## config.mk

```make
export PLATFORM = sky130hd
export DESIGN_NAME = prog_loader
export DESIGN_NICKNAME = d
export VERILOG_FILES = /design/src/rtl/loader_pkg.sv /design/src/rtl/loader_csum.sv /design/src/rtl/prog_loader.sv
export SDC_FILE = /design/constraint.sdc
export NUM_CORES = 1
export LEC_CHECK = 0
export ABC_AREA = 1
export CAP_MARGIN = 20
export CELL_PAD_IN_SITES_DETAIL_PLACEMENT = 1
export CELL_PAD_IN_SITES_GLOBAL_PLACEMENT = 1
export CORE_ASPECT_RATIO = 1.4
export CORE_MARGIN = 2
export CORE_UTILIZATION = 40
export CTS_CLUSTER_DIAMETER = 150
export CTS_CLUSTER_SIZE = 28
export DETAILED_ROUTE_END_ITERATION = 6
export PLACE_DENSITY_LB_ADDON = 0.08
export SLEW_MARGIN = 20
export SYNTH_ARGS = -nofsm -noshare
export SYNTH_HDL_FRONTEND = slang
export SYNTH_SLANG_ARGS = --single-unit
export TNS_END_PERCENT = 20
```

## constraint.sdc

```tcl
create_clock -name clk -period 2.9 [get_ports clk]
set_input_delay 0.29 -clock clk [delete_from_list [all_inputs] [get_ports clk]]
set_output_delay 0.29 -clock clk [all_outputs]
set_load 0.005 [all_outputs]
```

## src/rtl/loader_pkg.sv

```systemverilog
// Shared types and constants for the program loader.
package loader_pkg;

  typedef enum logic [2:0] {
    S_IDLE,
    S_LEN,
    S_DATA,
    S_CSUM,
    S_DONE
  } state_t;

  localparam logic [7:0] DEF_START_BYTE = 8'hA5;
  localparam int         MAX_LEN        = 256;

endpackage

```

## src/rtl/loader_csum.sv

```systemverilog
// 8-bit modulo-256 checksum accumulator for the program loader.
module loader_csum
  import loader_pkg::*;
(
  input  logic       clk,
  input  logic       reset,
  input  logic       clear,
  input  logic       add_en,
  input  logic [7:0] add_data,
  output logic [7:0] sum
);

  always_ff @(posedge clk) begin
    if (reset) begin
      sum <= 8'h00;
    end else if (clear) begin
      sum <= 8'h00;
    end else if (add_en) begin
      sum <= sum + add_data;
    end
  end

endmodule

```

## src/rtl/prog_loader.sv

```systemverilog
// Byte-stream program loader that writes a framed image into RAM.
// Optional checksum byte enabled with PROG_LOADER_CSUM_EN.
module prog_loader
  import loader_pkg::*;
#(
  parameter logic [7:0] START_BYTE = DEF_START_BYTE,
  parameter logic [7:0] BASE_ADDR  = 8'h00
) (
  input  logic       clk,
  input  logic       reset,
  input  logic [7:0] in_data,
  input  logic       in_valid,
  output logic       in_ready,
  output logic [7:0] mem_addr,
  output logic [7:0] mem_wdata,
  output logic       mem_we,
  output logic       cpu_hold,
  output logic       done,
  output logic       error
);

  state_t     state;
  logic [8:0] remaining;
  logic [7:0] addr;
  logic       xfer;

  assign in_ready = (state != S_DONE);
  assign xfer     = in_valid && in_ready;

`ifdef PROG_LOADER_CSUM_EN
  logic [7:0] sum;
  logic       err_q;

  loader_csum u_csum (
    .clk      (clk),
    .reset    (reset),
    .clear    (state == S_LEN && xfer),
    .add_en   (state == S_DATA && xfer),
    .add_data (in_data),
    .sum      (sum)
  );

  assign error = err_q;
`else
  assign error = 1'b0;
`endif

  always_ff @(posedge clk) begin
    if (reset) begin
      state     <= S_IDLE;
      remaining <= 9'd0;
      addr      <= 8'h00;
      mem_we    <= 1'b0;
      mem_addr  <= 8'h00;
      mem_wdata <= 8'h00;
      cpu_hold  <= 1'b1;
      done      <= 1'b0;
`ifdef PROG_LOADER_CSUM_EN
      err_q     <= 1'b0;
`endif
    end else begin
      mem_we <= 1'b0;
      unique case (state)
        S_IDLE: begin
          if (xfer && in_data == START_BYTE) begin
            state <= S_LEN;
`ifdef PROG_LOADER_CSUM_EN
            err_q <= 1'b0;
`endif
          end
        end
        S_LEN: begin
          if (xfer) begin
            // A length byte of zero encodes a full 256-byte image
            remaining <= (in_data == 8'h00) ? 9'(MAX_LEN)
                                            : {1'b0, in_data};
            addr      <= BASE_ADDR;
            state     <= S_DATA;
          end
        end
        S_DATA: begin
          if (xfer) begin
            mem_we    <= 1'b1;
            mem_addr  <= addr;
            mem_wdata <= in_data;
            addr      <= addr + 8'd1;
            remaining <= remaining - 9'd1;
            if (remaining == 9'd1) begin
`ifdef PROG_LOADER_CSUM_EN
              state    <= S_CSUM;
`else
              state    <= S_DONE;
              done     <= 1'b1;
              cpu_hold <= 1'b0;
`endif
            end
          end
        end
`ifdef PROG_LOADER_CSUM_EN
        S_CSUM: begin
          if (xfer) begin
            if (in_data == sum) begin
              state    <= S_DONE;
              done     <= 1'b1;
              cpu_hold <= 1'b0;
            end else begin
              state <= S_IDLE;
              err_q <= 1'b1;
            end
          end
        end
`endif
        S_DONE: begin
          state <= S_DONE;
        end
        default: begin
          state <= S_IDLE;
        end
      endcase
    end
  end

endmodule

```

==> results of run 1 <==
-- state kept, by name (all words and copies together), names as in the netlist --
name / count
done: 1
remaining: 9
mem_addr: 8
addr: 8
mem_we: 1
mem_wdata: 8
cpu_hold: 1
state: 3
-- stage by stage --
step / area (um^2) / hold slack (ns) / util / setup WS (ns)
3_5_place_dp: 2250 / 0.446 / 0.492 / 0.867
2_1_floorplan: 1910 / 0.425 / - / 1.68
5_1_grt: 2330 / 0.472 / 0.509 / 0.866
3_3_place_gp: 2250 / 0.438 / 0.492 / 0.990
4_1_cts: 2330 / 0.457 / 0.509 / 1.01
6_report: 2330 / 0.453 / 0.509 / 1.03
-- kinds of logic after synthesis --
family | after synthesis | share of synthesized area
buffers and inverters | 46 | 0.104
flip-flops | 39 | 0.409
AND/OR/NAND/NOR | 127 | 0.301
other | 1 | 0.00196
AO/OA/AOI/OAI | 60 | 0.164
adder cells (fa/ha/maj) | 3 | 0.0197
-- critical path: cells and delay by family, from the launching register on --
family,cells,cell delay [ns]
buffers and inverters,3,0.68
DFF,1,0.45
and+or+nand+nor,2,0.16
-- path summary, 6_finish.rpt --
path / endpoint / start / slack [ns]
worst max-delay path: in_ready / state[0]$_SDFFE_PP0P_ / 1.03
worst min-delay path: cpu_hold$_SDFFE_PP1P_ / cpu_hold$_SDFFE_PP1P_ / 0.45
worst max register to register: addr[7]$_SDFFE_PP0P_ / state[0]$_SDFFE_PP0P_ / 1.10
worst min register to register: cpu_hold$_SDFFE_PP1P_ / cpu_hold$_SDFFE_PP1P_ / 0.45
-- final cells by class --
type	count	area share
multi-input cells	191	0.400
flip-flops and latches	39	0.335
repair buffers	33	0.139
inverters	36	0.0580
well taps	62	0.0333
clock buffers	7	0.0328
clock inverters	1	0.00215
-- power breakdown --
group,internal [mW],switching [mW],total (mW),leakage (nW)
Clock,0.169,0.194,0.363,0.0422
Sequential,0.565,0.0212,0.586,0.315
Combinational,0.103,0.159,0.262,0.625
Total,0.837,0.374,1.21,0.982
-- per-layer routing --
layer  routed length, um  share of wire  vias up
met1                2320           0.42      911
li1                    -              -      946
met5                   0              0        -
met4                 187          0.034        0
met3                 163          0.029       14
met2                2890           0.52       33
-- synthesized netlist by cell type (3+ instances only) --
library cell	number	share of area
o21ai_0	29	0.076
ha_1	3	0.020
inv_1	31	0.061
clkbuf_1	4	0.0079
nor2_1	41	0.081
nand3_1	14	0.037
inv_2	5	0.0098
a21oi_1	25	0.066
dfxtp_1	39	0.41
nand4_1	6	0.020
nor3_1	3	0.0079
nand2_1	54	0.11
==> qor.csv, run 1 <==
stage;metric;value;unit
yosys;ys.flop_type;dfxtp_1;
die;core;4570;um^2
hold_path;hold_path_class;reg -> reg;
clocking;cts.path.max_buffers;2;
worst_setup_path;endpoint_kind;primary output;
sta;setup_viol;0;
die;io_pins;32;
yosys;syn-num-nets;290;
clocking;clock_latency;0.29;ns
clocking;postCtsSetupBuffers;0;
final_layout;layout_common_cells;54 x nand2_1, 41 x nor2_1, 39 x dfxtp_1, 31 x inv_1, 30 x clkdlybuf4s50_1;
grt;grt_antenna_before_repair;0;
final_layout;fin_cells;369;
grt;grt_max_degree;23;
clocking;clkTransAtPathRegs;0.07;ns
drt;drc;0;
worst_setup_path;worst-setup-path-type;reg -> out;
yosys;synth_seq_cells;39;
power_and_ir_drop;power.total;1.21;mW
final_layout;register_area;781;um^2
run_status;status;completed;
clocking;cts_buffers;5;
grt;busiest_layer;met2;
clocking;cts_tree;done;
clocking;cts.htree.levels;2;
worst_setup_path;crit_path_start_kind;register;
sta;grt_setup_unrepaired;false;
grt;grt_use_met3;0.0407;
drt;dr.pass1.iters;4;
yosys;syn_avg_cell_area;6.92;um^2
sta;hold_viol_final;0;
drt;routed_via_density;5.16;
yosys;synthArstFlopShare;0;
placement;gp_congestion;0.813;
drt;finalWirelength;5560;um
placement;io_buffers;30;
power_and_ir_drop;powerDensity;520;nW/um^2
clocking;cts_root_buf;clkbuf_8;
sta;slew_violations;0;
yosys;synth.distinct_cells;28;
worst_setup_path;crit_chain;inv_1, nand2_1, inv_1, nand2_1, clkdlybuf4s50_1;
drt;post_drt_wl_per_cell;15.1;um
sta;min_period;1.87;ns
grt;overflow;0;
placement;place_hpwl;4160;um
worst_setup_path;cp_slowest_cell;clkdlybuf4s50_1;
worst_setup_path;arrival;1.58;ns
yosys;synth_enable_flop_cells;0;
final_layout;syn2layout_area_growth;22.0;%
die;dieArea;5350;um^2
flow_run;cap_viol_max_count;0;
yosys;yosysWarnings;0;
power_and_ir_drop;p_leak;0.982;nW
sta;max_freq;0.533;GHz
drt;vias;1904;
die;fp-row-count;29;
clocking;cts_resized;0;
drt;postRouteAntennaNets;0;
drt;drt_iter0_drc;72;
hold_path;hold_depth;2;
clocking;cts_hold_buf;0;
worst_setup_path;worstPathMaxFanout;4;
grt;use_met1;0.246;
yosys;syn_area;1910;um^2
sta;fin_crit_sh;0.646;
grt;grt_use_met2;0.413;
final_layout;antenna_cells;0;
final_layout;nFillCells;634;
grt;grt_pass1_vias;1963;
power_and_ir_drop;peakVddDrop;0.309;mV
die;initial_core_util;0.418;
final_layout;drive_gt1_frac;0.0814;
yosys;synth_cells;276;
worst_setup_path;slowest_delay;0.50;ns
worst_setup_path;reg2reg_depth;8;
final_layout;final_nets;320;
sta;skew;0.00416;ns
grt;grt_pass1_wl;9360;um
final_layout;multiInputGateArea;931;um^2
die;die_w;62.4;um
yosys;synth_seq_area_share;0.409;
sta;finalSetupTns;0;ns
final_layout;final_common_cell;nand2_1;
placement;dp.cells;361;
grt;grt.total_usage;0.224;
clocking;cts_num_sinks;39;
worst_setup_path;cp_data_required_time;2.61;ns
die;fp.dieH;85.7;um
Note: power is estimated with default switching activity, not from simulation.
==> inputs of run 2 (changes only) <==
--- a/config.mk
+++ b/config.mk
@@ -11,7 +11,7 @@
 export CELL_PAD_IN_SITES_GLOBAL_PLACEMENT = 1
 export CORE_ASPECT_RATIO = 1.4
 export CORE_MARGIN = 2
-export CORE_UTILIZATION = 40
+export CORE_UTILIZATION = 37
 export CTS_CLUSTER_DIAMETER = 150
 export CTS_CLUSTER_SIZE = 28
 export DETAILED_ROUTE_END_ITERATION = 6
==> constraint.sdc (replaced) <==
create_clock -name clk -period 2 [get_ports clk]
set_input_delay 0.2 -clock clk [delete_from_list [all_inputs] [get_ports clk]]
set_output_delay 0.2 -clock clk [all_outputs]
set_load 0.005 [all_outputs]
==> run 2 against run 1 <==
Worst setup slack worse by 0.83 ns. Sequential share of layout area shrank 0.67 points. Critical path depth unchanged. Wire length rose by 1.1%. Sequential power rose by 45%. Flip-flop and latch count did not move. Die area up 7.6%. Power increased by 56%. Final area is 2.0% higher. Register-to-register slack got worse by 0.71 ns. Clock skew about the same. Critical path type unchanged. Largest power group unchanged.
==> qor.csv, run 2 (synthesis gave the netlist of run 1 again) <==
stage;metric;value;unit;change
worst_setup_path;reg2reg_from;state[0]$_SDFFE_PP0P_;;
final_layout;final_util;0.483;;-0.0261
clocking;cts_num_sinks;39;;unchanged
clocking;clkTransAtPathRegs;0.08;ns;about the same
drt;routed_via_density;5.10;;-1.2%
grt;grt_pass1_wl;9230;um;-1.5%
sta;max_freq;0.554;GHz;
clocking;clock_latency;0.29;ns;about the same
worst_setup_path;cp.depth;5;;unchanged
grt;grt_max_degree;27;;+17%
final_layout;register_area;781;um^2;unchanged
drt;dr.pass1.iters;4;;unchanged
sta;hold_viol_final;0;;unchanged
clocking;cts_tree;done;;
final_layout;nFillCells;646;;+1.9%
final_layout;multiInputGateArea;931;um^2;unchanged
die;core;4920;um^2;+7.6%
sta;skew;0.00442;ns;+0.000259 ns
drt;drt_iter0_drc;99;;+38%
worst_setup_path;worst-path-buf-inv;3;;unchanged
hold_path;hold_start;cpu_hold$_SDFFE_PP1P_;;
die;initial_core_util;0.388;;-0.0293
clocking;cts_root_buf;clkbuf_8;;
grt;grt.total_usage;0.210;;-0.0146
worst_setup_path;arrival;1.61;ns;+0.03 ns
grt;overflow;0;;unchanged
drt;postRouteAntennaNets;0;;unchanged
drt;post_drt_wl_per_cell;15.2;um;+0.57%
final_layout;top_register;remaining;;
drt;vias;1892;;-0.63%
grt;grt_use_met2;0.382;;-0.0307
flow_run;cap_viol_max_count;0;;unchanged
grt;busiest_layer;met2;;
clocking;cts.htree.levels;2;;unchanged
run_status;status;completed;;
placement;dp_slack;0.338;ns;-0.530 ns
die;dieArea;5760;um^2;+7.6%
die;fp.dieH;89.0;um;+3.8%
final_layout;drive_gt1_frac;0.0879;;+0.00651
worst_setup_path;crit_path_start_kind;register;;
hold_path;whs_endpoint;cpu_hold$_SDFFE_PP1P_;;
worst_setup_path;worst-setup-path-type;reg -> out;;
worst_setup_path;worstPathMaxFanout;4;;unchanged
die;io_pins;32;;unchanged
power_and_ir_drop;powerDensity;794;nW/um^2;+53%
placement;place_hpwl;4100;um;-1.5%
power_and_ir_drop;peakVddDrop;0.462;mV;+50%
worst_setup_path;cp_data_required_time;1.80;ns;-0.81 ns
final_layout;fin_cells;371;;+0.54%
worst_setup_path;r2r-end;addr[6]$_SDFFE_PP0P_;;
sta;finalSetupTns;0;ns;unchanged
clocking;cts.path.max_buffers;2;;unchanged
final_layout;largest_register_ff_count;9;;unchanged
worst_setup_path;cp_top_family;buffers and inverters;;
final_layout;antenna_cells;0;;unchanged
sta;worst_slack;0.194;ns;-0.831 ns
drt;drc;0;;unchanged
placement;dp.cells;364;;+0.83%
hold_path;hold_path_class;reg -> reg;;
power_and_ir_drop;power.total;1.89;mW;+56%
hold_path;hold_depth;2;;unchanged
final_layout;layout_common_cells;54 x nand2_1, 41 x nor2_1, 39 x dfxtp_1, 31 x inv_1, 30 x clkdlybuf4s50_1;;
worst_setup_path;slowest_delay;0.51;ns;about the same
grt;grt_pass1_vias;1949;;-0.71%
die;die_w;64.7;um;+3.7%
worst_setup_path;rrSetupSlack;0.39;ns;-0.71 ns
clocking;postCtsSetupBuffers;0;;unchanged
sta;setup_viol;0;;unchanged
grt;use_met1;0.245;;-0.000954
clocking;cts_resized;0;;unchanged
placement;gp_congestion;0.864;;+6.4%
power_and_ir_drop;p_leak;0.997;nW;+1.6%
worst_setup_path;endpoint_kind;primary output;;
clocking;cts_hold_buf;0;;unchanged
grt;grt_antenna_before_repair;0;;unchanged
die;fp-row-count;30;;+3.4%
sta;min_period;1.81;ns;
worst_setup_path;cp_slowest_cell;clkdlybuf4s50_1;;
final_layout;syn2layout_area_growth;24.4;%;
grt;grt_use_met3;0.0340;;-0.00668
clocking;cts_buffers;5;;unchanged
sta;slew_violations;0;;unchanged
worst_setup_path;crit_chain;inv_1, nand2_1, inv_1, nand2_1, clkdlybuf4s50_1;;
final_layout;final_common_cell;nand2_1;;
final_layout;final_nets;321;;+0.31%
sta;fin_crit_sh;0.903;;
drt;finalWirelength;5620;um;+1.1%
placement;io_buffers;30;;unchanged
worst_setup_path;reg2reg_depth;8;;unchanged
sta;grt_setup_unrepaired;false;;
## run 2: cell count changes in the layout (fill, tap and decap cells not counted)
cell	before	now
buf_12	0	1
bufinv_16	0	1
clkbuf_1	2	0
clkinv_2	1	0
clkinvlp_4	0	1
## run 2: cell type report
| cell class | count | area share |
|---|---|---|
| Clock buffer | 5 | 0.0290 |
| Inverter | 36 | 0.0569 |
| Multi-Input combinational cell | 191 | 0.392 |
| Tap cell | 64 | 0.0337 |
| Timing Repair Buffer | 34 | 0.144 |
| Clock inverter | 2 | 0.0158 |
| Sequential cell | 39 | 0.329 |
## run 2: worst max path at each step
stage / startpoint / endpoint / slack, ns
floorplan: remaining[1]$_SDFFE_PP0P_ / state[1]$_SDFFE_PP0P_ / 0.78
global placement: in_valid / addr[7]$_SDFFE_PP0P_ / 0.36
detailed placement: in_valid / addr[7]$_SDFFE_PP0P_ / 0.34
CTS: state[0]$_SDFFE_PP0P_ / in_ready / 0.18
global route: state[0]$_SDFFE_PP0P_ / in_ready / 0.08
finish: state[0]$_SDFFE_PP0P_ / in_ready / 0.19
## run 2: stage by stage
step / hold slack, ns / area, um^2
2_1_floorplan: 0.335 / 1910
5_1_grt: 0.492 / 2380
4_1_cts: 0.456 / 2380
3_5_place_dp: 0.446 / 2270
3_3_place_gp: 0.439 / 2270
6_report: 0.450 / 2380
## run 2: report_power, final
part           total, mW  leakage (nW)  internal [mW]  switching (mW)
combinational      0.388         0.632          0.155           0.233
clock              0.651        0.0502          0.365           0.287
sequential         0.848         0.315          0.819          0.0295
total               1.89         0.997           1.34           0.549
## run 2: worst min-delay path, stage by stage (launching register included)
cell,delay (ns)
dfxtp_1,0.31
nand2_1,0.06
nand2_1,0.04
## run 2: layer usage
metal | vias to the layer above | share of wire
li1 | 948 | -
met1 | 908 | 0.44
met2 | 24 | 0.52
met3 | 12 | 0.025
met4 | 0 | 0.019
met5 | - | 0
==> inputs of run 3 (changes only) <==
--- a/config.mk
+++ b/config.mk
@@ -16,6 +16,7 @@
 export CTS_CLUSTER_SIZE = 28
 export DETAILED_ROUTE_END_ITERATION = 6
 export PLACE_DENSITY_LB_ADDON = 0.08
+export SETUP_SLACK_MARGIN = 0.05
 export SLEW_MARGIN = 20
 export SYNTH_ARGS = -nofsm -noshare
 export SYNTH_HDL_FRONTEND = slang
==> results of run 3 <==
Final layout, timing and power as in run 2 (identical DEF).
